File: config.mk
export PLATFORM = sky130hd
export DESIGN_NAME = power_fault_responder
export DESIGN_NICKNAME = d
export VERILOG_FILES = /design/src/rtl/power_fault_responder.sv
export SDC_FILE = /design/constraint.sdc
export NUM_CORES = 1
export LEC_CHECK = 0
export CAP_MARGIN = 10
export CORE_MARGIN = 4
export CORE_UTILIZATION = 44
export DETAILED_ROUTE_END_ITERATION = 10
export GPL_TIMING_DRIVEN = 0
export MAX_ROUTING_LAYER = met4
export PLACE_DENSITY_LB_ADDON = 0.15
export REMOVE_ABC_BUFFERS = 1
export SLEW_MARGIN = 20
export SYNTH_ARGS = -nofsm -noshare
export SYNTH_HDL_FRONTEND = slang
export SYNTH_SLANG_ARGS = --single-unit
File: constraint.sdc
create_clock -name clock -period 2.65 [get_ports clock]
set_input_delay 0.265 -clock clock [delete_from_list [all_inputs] [get_ports clock]]
set_output_delay 0.265 -clock clock [all_outputs]
set_load 0.01 [all_outputs]
File: src/rtl/power_fault_responder.sv
// Power fault responder: glitch-filters converter power-good bits, sequences converter
// enables up in order and down in reverse, latches faults and pulses an interrupt.
module power_fault_responder #(
  parameter int unsigned NumConverters = 1,
  parameter int unsigned FilterCount   = 3,
  parameter logic [15:0] StepCycles    = 16'd1000,
  parameter logic [15:0] PgoodTimeout  = 16'd50000
) (
  input  logic        clock,
  input  logic        reset,
  input  logic        fault,
  input  logic        warn,
  input  logic        eoc,
  input  logic [31:0] pgood_bus,
  input  logic        en_req,
  input  logic        ack,
  output logic [31:0] conv_en,
  output logic [31:0] pgood_filt,
  output logic        fault_latched,
  output logic        irq,
  output logic [2:0]  state
);

  typedef enum logic [2:0] {
    StOff     = 3'd0,
    StSeqUp   = 3'd1,
    StOn      = 3'd2,
    StSeqDown = 3'd3,
    StFault   = 3'd4
  } state_e;

  localparam logic [31:0] ValidMask = (NumConverters >= 32) ? 32'hFFFF_FFFF :
                                      ((32'd1 << NumConverters) - 32'd1);
  localparam logic [4:0]  LastIdx   = 5'(NumConverters - 1);
  localparam logic [3:0]  FiltLimit = 4'(FilterCount);
  // Decisions are taken on the edge that completes the Nth cycle of a step, so compare
  // against N-1 of the registered count.
  localparam logic [15:0] StepLast    = StepCycles - 16'd1;
  localparam logic [15:0] TimeoutLast = PgoodTimeout - 16'd1;

  logic [3:0]               cnt_q [NumConverters];
  logic [NumConverters-1:0] filt_q;
  logic [31:0]              filt_full;

  state_e      state_q, state_d;
  logic [4:0]  k_q, k_d;
  logic [15:0] timer_q, timer_d;
  logic        abort_q, abort_d;
  logic [31:0] conv_en_q, conv_en_d;
  logic        latched_q, latched_d;
  logic        armed_q, armed_d;
  logic        warn_q;
  logic        irq_q, irq_d;

  logic unused_pgood;
  assign unused_pgood = ^(pgood_bus & ~ValidMask);

  // Per-bit filter: count consecutive eoc samples that disagree with the filtered value.
  always_ff @(posedge clock or posedge reset) begin
    if (reset) begin
      for (int i = 0; i < NumConverters; i++) cnt_q[i] <= '0;
      filt_q <= '0;
    end else if (eoc) begin
      for (int i = 0; i < NumConverters; i++) begin
        if (pgood_bus[i] != filt_q[i]) begin
          if (cnt_q[i] + 4'd1 == FiltLimit) begin
            filt_q[i] <= ~filt_q[i];
            cnt_q[i]  <= '0;
          end else begin
            cnt_q[i] <= cnt_q[i] + 4'd1;
          end
        end else begin
          cnt_q[i] <= '0;
        end
      end
    end
  end

  // Widen the filtered bits to the 32-bit bus so k can index them directly.
  always_comb begin
    filt_full = '0;
    filt_full[NumConverters-1:0] = filt_q;
  end

  // Sequencer next-state, enables, fault latch, re-arm and interrupt sources.
  always_comb begin
    state_d   = state_q;
    k_d       = k_q;
    timer_d   = (timer_q == 16'hFFFF) ? timer_q : timer_q + 16'd1;
    abort_d   = abort_q;
    conv_en_d = conv_en_q;
    latched_d = latched_q;
    // A low en_req re-arms power-up after a fault has been acknowledged.
    armed_d   = armed_q | ~en_req;
    unique case (state_q)
      StOff: begin
        if (en_req && !fault && armed_q) begin
          state_d      = StSeqUp;
          k_d          = 5'd0;
          timer_d      = '0;
          conv_en_d[0] = 1'b1;
        end
      end
      StSeqUp: begin
        if (fault || !en_req) begin
          state_d        = StSeqDown;
          abort_d        = fault;
          conv_en_d[k_q] = 1'b0;
          timer_d        = '0;
        end else if (filt_full[k_q] && timer_q >= StepLast) begin
          timer_d = '0;
          if (k_q == LastIdx) begin
            state_d = StOn;
          end else begin
            k_d                   = k_q + 5'd1;
            conv_en_d[k_q + 5'd1] = 1'b1;
          end
        end else if (!filt_full[k_q] && timer_q >= TimeoutLast) begin
          state_d        = StSeqDown;
          abort_d        = 1'b1;
          conv_en_d[k_q] = 1'b0;
          timer_d        = '0;
        end
      end
      StOn: begin
        if (fault || !(&filt_q) || !en_req) begin
          state_d            = StSeqDown;
          abort_d            = fault || !(&filt_q);
          k_d                = LastIdx;
          conv_en_d[LastIdx] = 1'b0;
          timer_d            = '0;
        end
      end
      StSeqDown: begin
        if (timer_q >= StepLast) begin
          timer_d = '0;
          if (k_q == 5'd0) begin
            state_d = abort_q ? StFault : StOff;
            if (abort_q) latched_d = 1'b1;
          end else begin
            k_d                   = k_q - 5'd1;
            conv_en_d[k_q - 5'd1] = 1'b0;
          end
        end
      end
      StFault: begin
        conv_en_d = '0;
        if (ack && !fault) begin
          state_d   = StOff;
          latched_d = 1'b0;
          armed_d   = ~en_req;
        end
      end
      default: begin
        state_d   = StOff;
        conv_en_d = '0;
      end
    endcase
    irq_d = ((state_d == StOn) && (state_q != StOn)) ||
            ((state_d == StFault) && (state_q != StFault)) ||
            (warn && !warn_q);
  end

  // Sequencer state registers; reset drops every output immediately.
  always_ff @(posedge clock or posedge reset) begin
    if (reset) begin
      state_q   <= StOff;
      k_q       <= '0;
      timer_q   <= '0;
      abort_q   <= 1'b0;
      conv_en_q <= '0;
      latched_q <= 1'b0;
      armed_q   <= 1'b1;
      warn_q    <= 1'b0;
      irq_q     <= 1'b0;
    end else begin
      state_q   <= state_d;
      k_q       <= k_d;
      timer_q   <= timer_d;
      abort_q   <= abort_d;
      conv_en_q <= conv_en_d;
      latched_q <= latched_d;
      armed_q   <= armed_d;
      warn_q    <= warn;
      irq_q     <= irq_d;
    end
  end

  assign conv_en       = conv_en_q & ValidMask;
  assign pgood_filt    = filt_full;
  assign fault_latched = latched_q;
  assign irq           = irq_q;
  assign state         = state_q;

endmodule

==> impl_metrics.env <==
export IMPL_outcome="finished, final reports clean"
export IMPL_reg2reg_depth=6
export IMPL_crit_type="reg -> reg"
export IMPL_synthCells=312
export IMPL_slowest_delay_ns=0.59
export IMPL_fin_crit_sh=0.917
export IMPL_final_cell_mix="62 x conb_1, 34 x dfrtp_1, 31 x nor2_1, 23 x nand2_1, 14 x clkdlybuf4s50_1"
export IMPL_root_buffer="clkbuf_8"
export IMPL_cts_hold_buf=0
export IMPL_drt_iter0_drc=88
export IMPL_total_power_mw=1.97
export IMPL_layout_drive_gt1_share=0.0772
export IMPL_cts_clk_slew_worst_paths_ns=0.08
export IMPL_power_density_nw_per_um2=701
export IMPL_slew_headroom=0.496
export IMPL_core_um2=5960
export IMPL_drcViolationCount=0
export IMPL_rsz0062_at_grt="false"
export IMPL_seq_area_frac_synth=0.323
export IMPL_synthesis_area_um2=2710
export IMPL_grt_max_degree=32
export IMPL_pre_cts_ws_ns=-0.0562
export IMPL_ioPinCount=108
export IMPL_cap_violations=0
export IMPL_dieArea_um2=7480
export IMPL_synth_ff_type="dfrtp_1"
export IMPL_fin_area_um2=2810
export IMPL_post_route_min_period_ns=2.43
export IMPL_clock_sinks=35
export IMPL_place_hpwl_um=3920
export IMPL_ys_ff_latch=35
export IMPL_synth_edf_count=0
export IMPL_wl_per_cell_um=13.3
export IMPL_layout_commonest_cell="conb_1"
export IMPL_fmax_mhz=412
export IMPL_postCtsSetupRepairBufs=0
export IMPL_slew_violations=0
export IMPL_track_usage=0.146
export IMPL_clock_skew_final_ns=0.00931
export IMPL_avgSynthCellArea_um2=8.69
export IMPL_h_tree_depth=2
export IMPL_nFillCells=580
export IMPL_start_util=0.455
export IMPL_setup_viol=0
export IMPL_finalSetupTns_ns=0
export IMPL_finalNetCount=368
export IMPL_clockBufferDepth=2
export IMPL_slowest_stage="or4b_4"
export IMPL_r2r_slack_ns=0.22
export IMPL_holdWs_ns=0.160
export IMPL_fin_ws_ns=0.220
export IMPL_r2r_end="irq"
export IMPL_worst_setup_path_start_kind="flop"
export IMPL_port_buffers=14
export IMPL_crit_family="simple AND/OR/NAND/NOR gates"
export IMPL_path_buf_inv=0
export IMPL_min_path_type="in -> async"
export IMPL_n_antenna_cell=0
export IMPL_end_kind="flop"
export IMPL_first_pass_iters=5
export IMPL_synth_distinct_cells=62
export IMPL_yosys_warnings=0
export IMPL_cp_cell_sequence="or4b_4 > nor3_2 > a211oi_2 > nand2b_1 > o311ai_1 > a31oi_1"
export IMPL_rr_startpoint="k_q[3]"
export IMPL_grt_ovfl_total=0
export IMPL_arrival_ns=2.58
export IMPL_globalplace_congestion=0.824
export IMPL_num_vias=2019
export IMPL_die_w_um=86.5
export IMPL_ant_nets=0
export IMPL_grt_pass1_vias=1785
export IMPL_p_leak_nw=1.29
export IMPL_crit_fanout=10
export IMPL_max_slew_worst_pin_slew_ns=0.750
export IMPL_grt_pass1_wl_um=8340
export IMPL_via_per_inst=5.06
export IMPL_required_ns=2.80
export IMPL_hold_violations=0
export IMPL_clk_latency_ns=0.30
export IMPL_placed_area_um2=2680
export IMPL_async_flop_share=1.00
export IMPL_cts_tree="built"
export IMPL_antenna_found_initial=0
export IMPL_wirelength_um=5320
export IMPL_rows=28
export IMPL_die_h_um=86.5
export IMPL_ir_drop_uv=459
export IMPL_area_growth_pct=3.69
export IMPL_cts_buffers=5
[repair_timing]
item / CTS / global route
gates cloned: 0 / 0
endpoints found under the setup margin: 20 / 16
resized for setup: 2 / 1
[area by class of cell]
cell class | count | area (um^2) | area share
Clock inverter | 2 | 35.0 | 0.0125
Tap cell | 75 | 93.8 | 0.0334
Inverter | 12 | 45.0 | 0.0160
Multi-Input combinational cell | 254 | 1520 | 0.540
Clock buffer | 6 | 82.6 | 0.0294
Timing Repair Buffer | 15 | 160 | 0.0570
Sequential cell | 35 | 877 | 0.312
[cells in the mapped netlist, types with 2 or more instances]
cell       n  share of area
nor4_1     2         0.0046
a211oi_1   4          0.011
nor2b_1    2         0.0046
xnor2_1    5          0.016
or3_1      2         0.0046
xor2_1     9          0.029
a21o_1     2         0.0055
nand2b_1   5          0.012
inv_1     12          0.017
mux2i_1    3          0.011
nor4b_1    2         0.0065
o22ai_1    3         0.0069
nand4b_1   2         0.0065
a21oi_1   10          0.018
clkbuf_1   6         0.0083
and3_1     6          0.014
a32o_1     2         0.0074
nand4_1    7          0.016
mux2_2     2         0.0083
dfrtp_1   34           0.31
o211ai_1   2         0.0055
o41ai_1    2         0.0065
o21ai_0    7          0.013
nand3_1   12          0.022
nor3_1     9          0.017
nand2_1   23          0.032
nor2_1    31          0.043
ha_1       6          0.028
a21boi_1   2         0.0055
buf_4     64           0.18
or4_1      3         0.0083
[cells by family after synthesis]
logic type               after synthesis  synth area share
other                                  1           0.00138
XOR/XNOR                              14            0.0452
buffers and inverters                 84             0.208
flip-flops                            35             0.323
AND/OR/NAND/NOR                      116             0.232
AO/OA/AOI/OAI                         51             0.143
adder cells (fa/ha/maj)                6            0.0277
multiplexers                           5            0.0194
[through the flow]
stage | utilization | instances
after floorplan | - | 301
after global placement | 0.446 | 390
after detailed placement | 0.449 | 391
after CTS | 0.471 | 399
after global routing | 0.472 | 399
final | 0.472 | 399
[layer usage]
layer / up-vias / wire length, um / track usage
li1: 994 / - / -
met1: 953 / 2450 / 0.182
met2: 65 / 2440 / 0.232
met3: 7 / 349 / 0.0314
met4: 0 / 81 / 0.0552
met5: - / 0 / -
[report_power, final]
group	switching (mW)	internal (mW)
sequential	0.184	0.648
combinational	0.344	0.279
clock	0.212	0.305
total	0.740	1.23
[flip-flops by register name, summed over array words and instances, names as in the netlist]
signal,flops
armed_q,1
irq,1
warn_q,1
timer_q,16
filt_q,1
conv_en_q,1
state,3
fault_latched,1
k_q,5
abort_q,1
cnt_q,4
[worst max-delay path by stage]
stage,from,end,depth (start not counted)
2_1_floorplan,k_q[0],k_q[0],7
3_3_place_gp,timer_q[0],timer_q[4],7
3_5_place_dp,k_q[0],k_q[0],7
4_1_cts,timer_q[0],timer_q[14],7
5_1_grt,k_q[0],k_q[0],7
6_report,k_q[3],irq,6
Note: power is estimated with default switching activity, not from simulation.
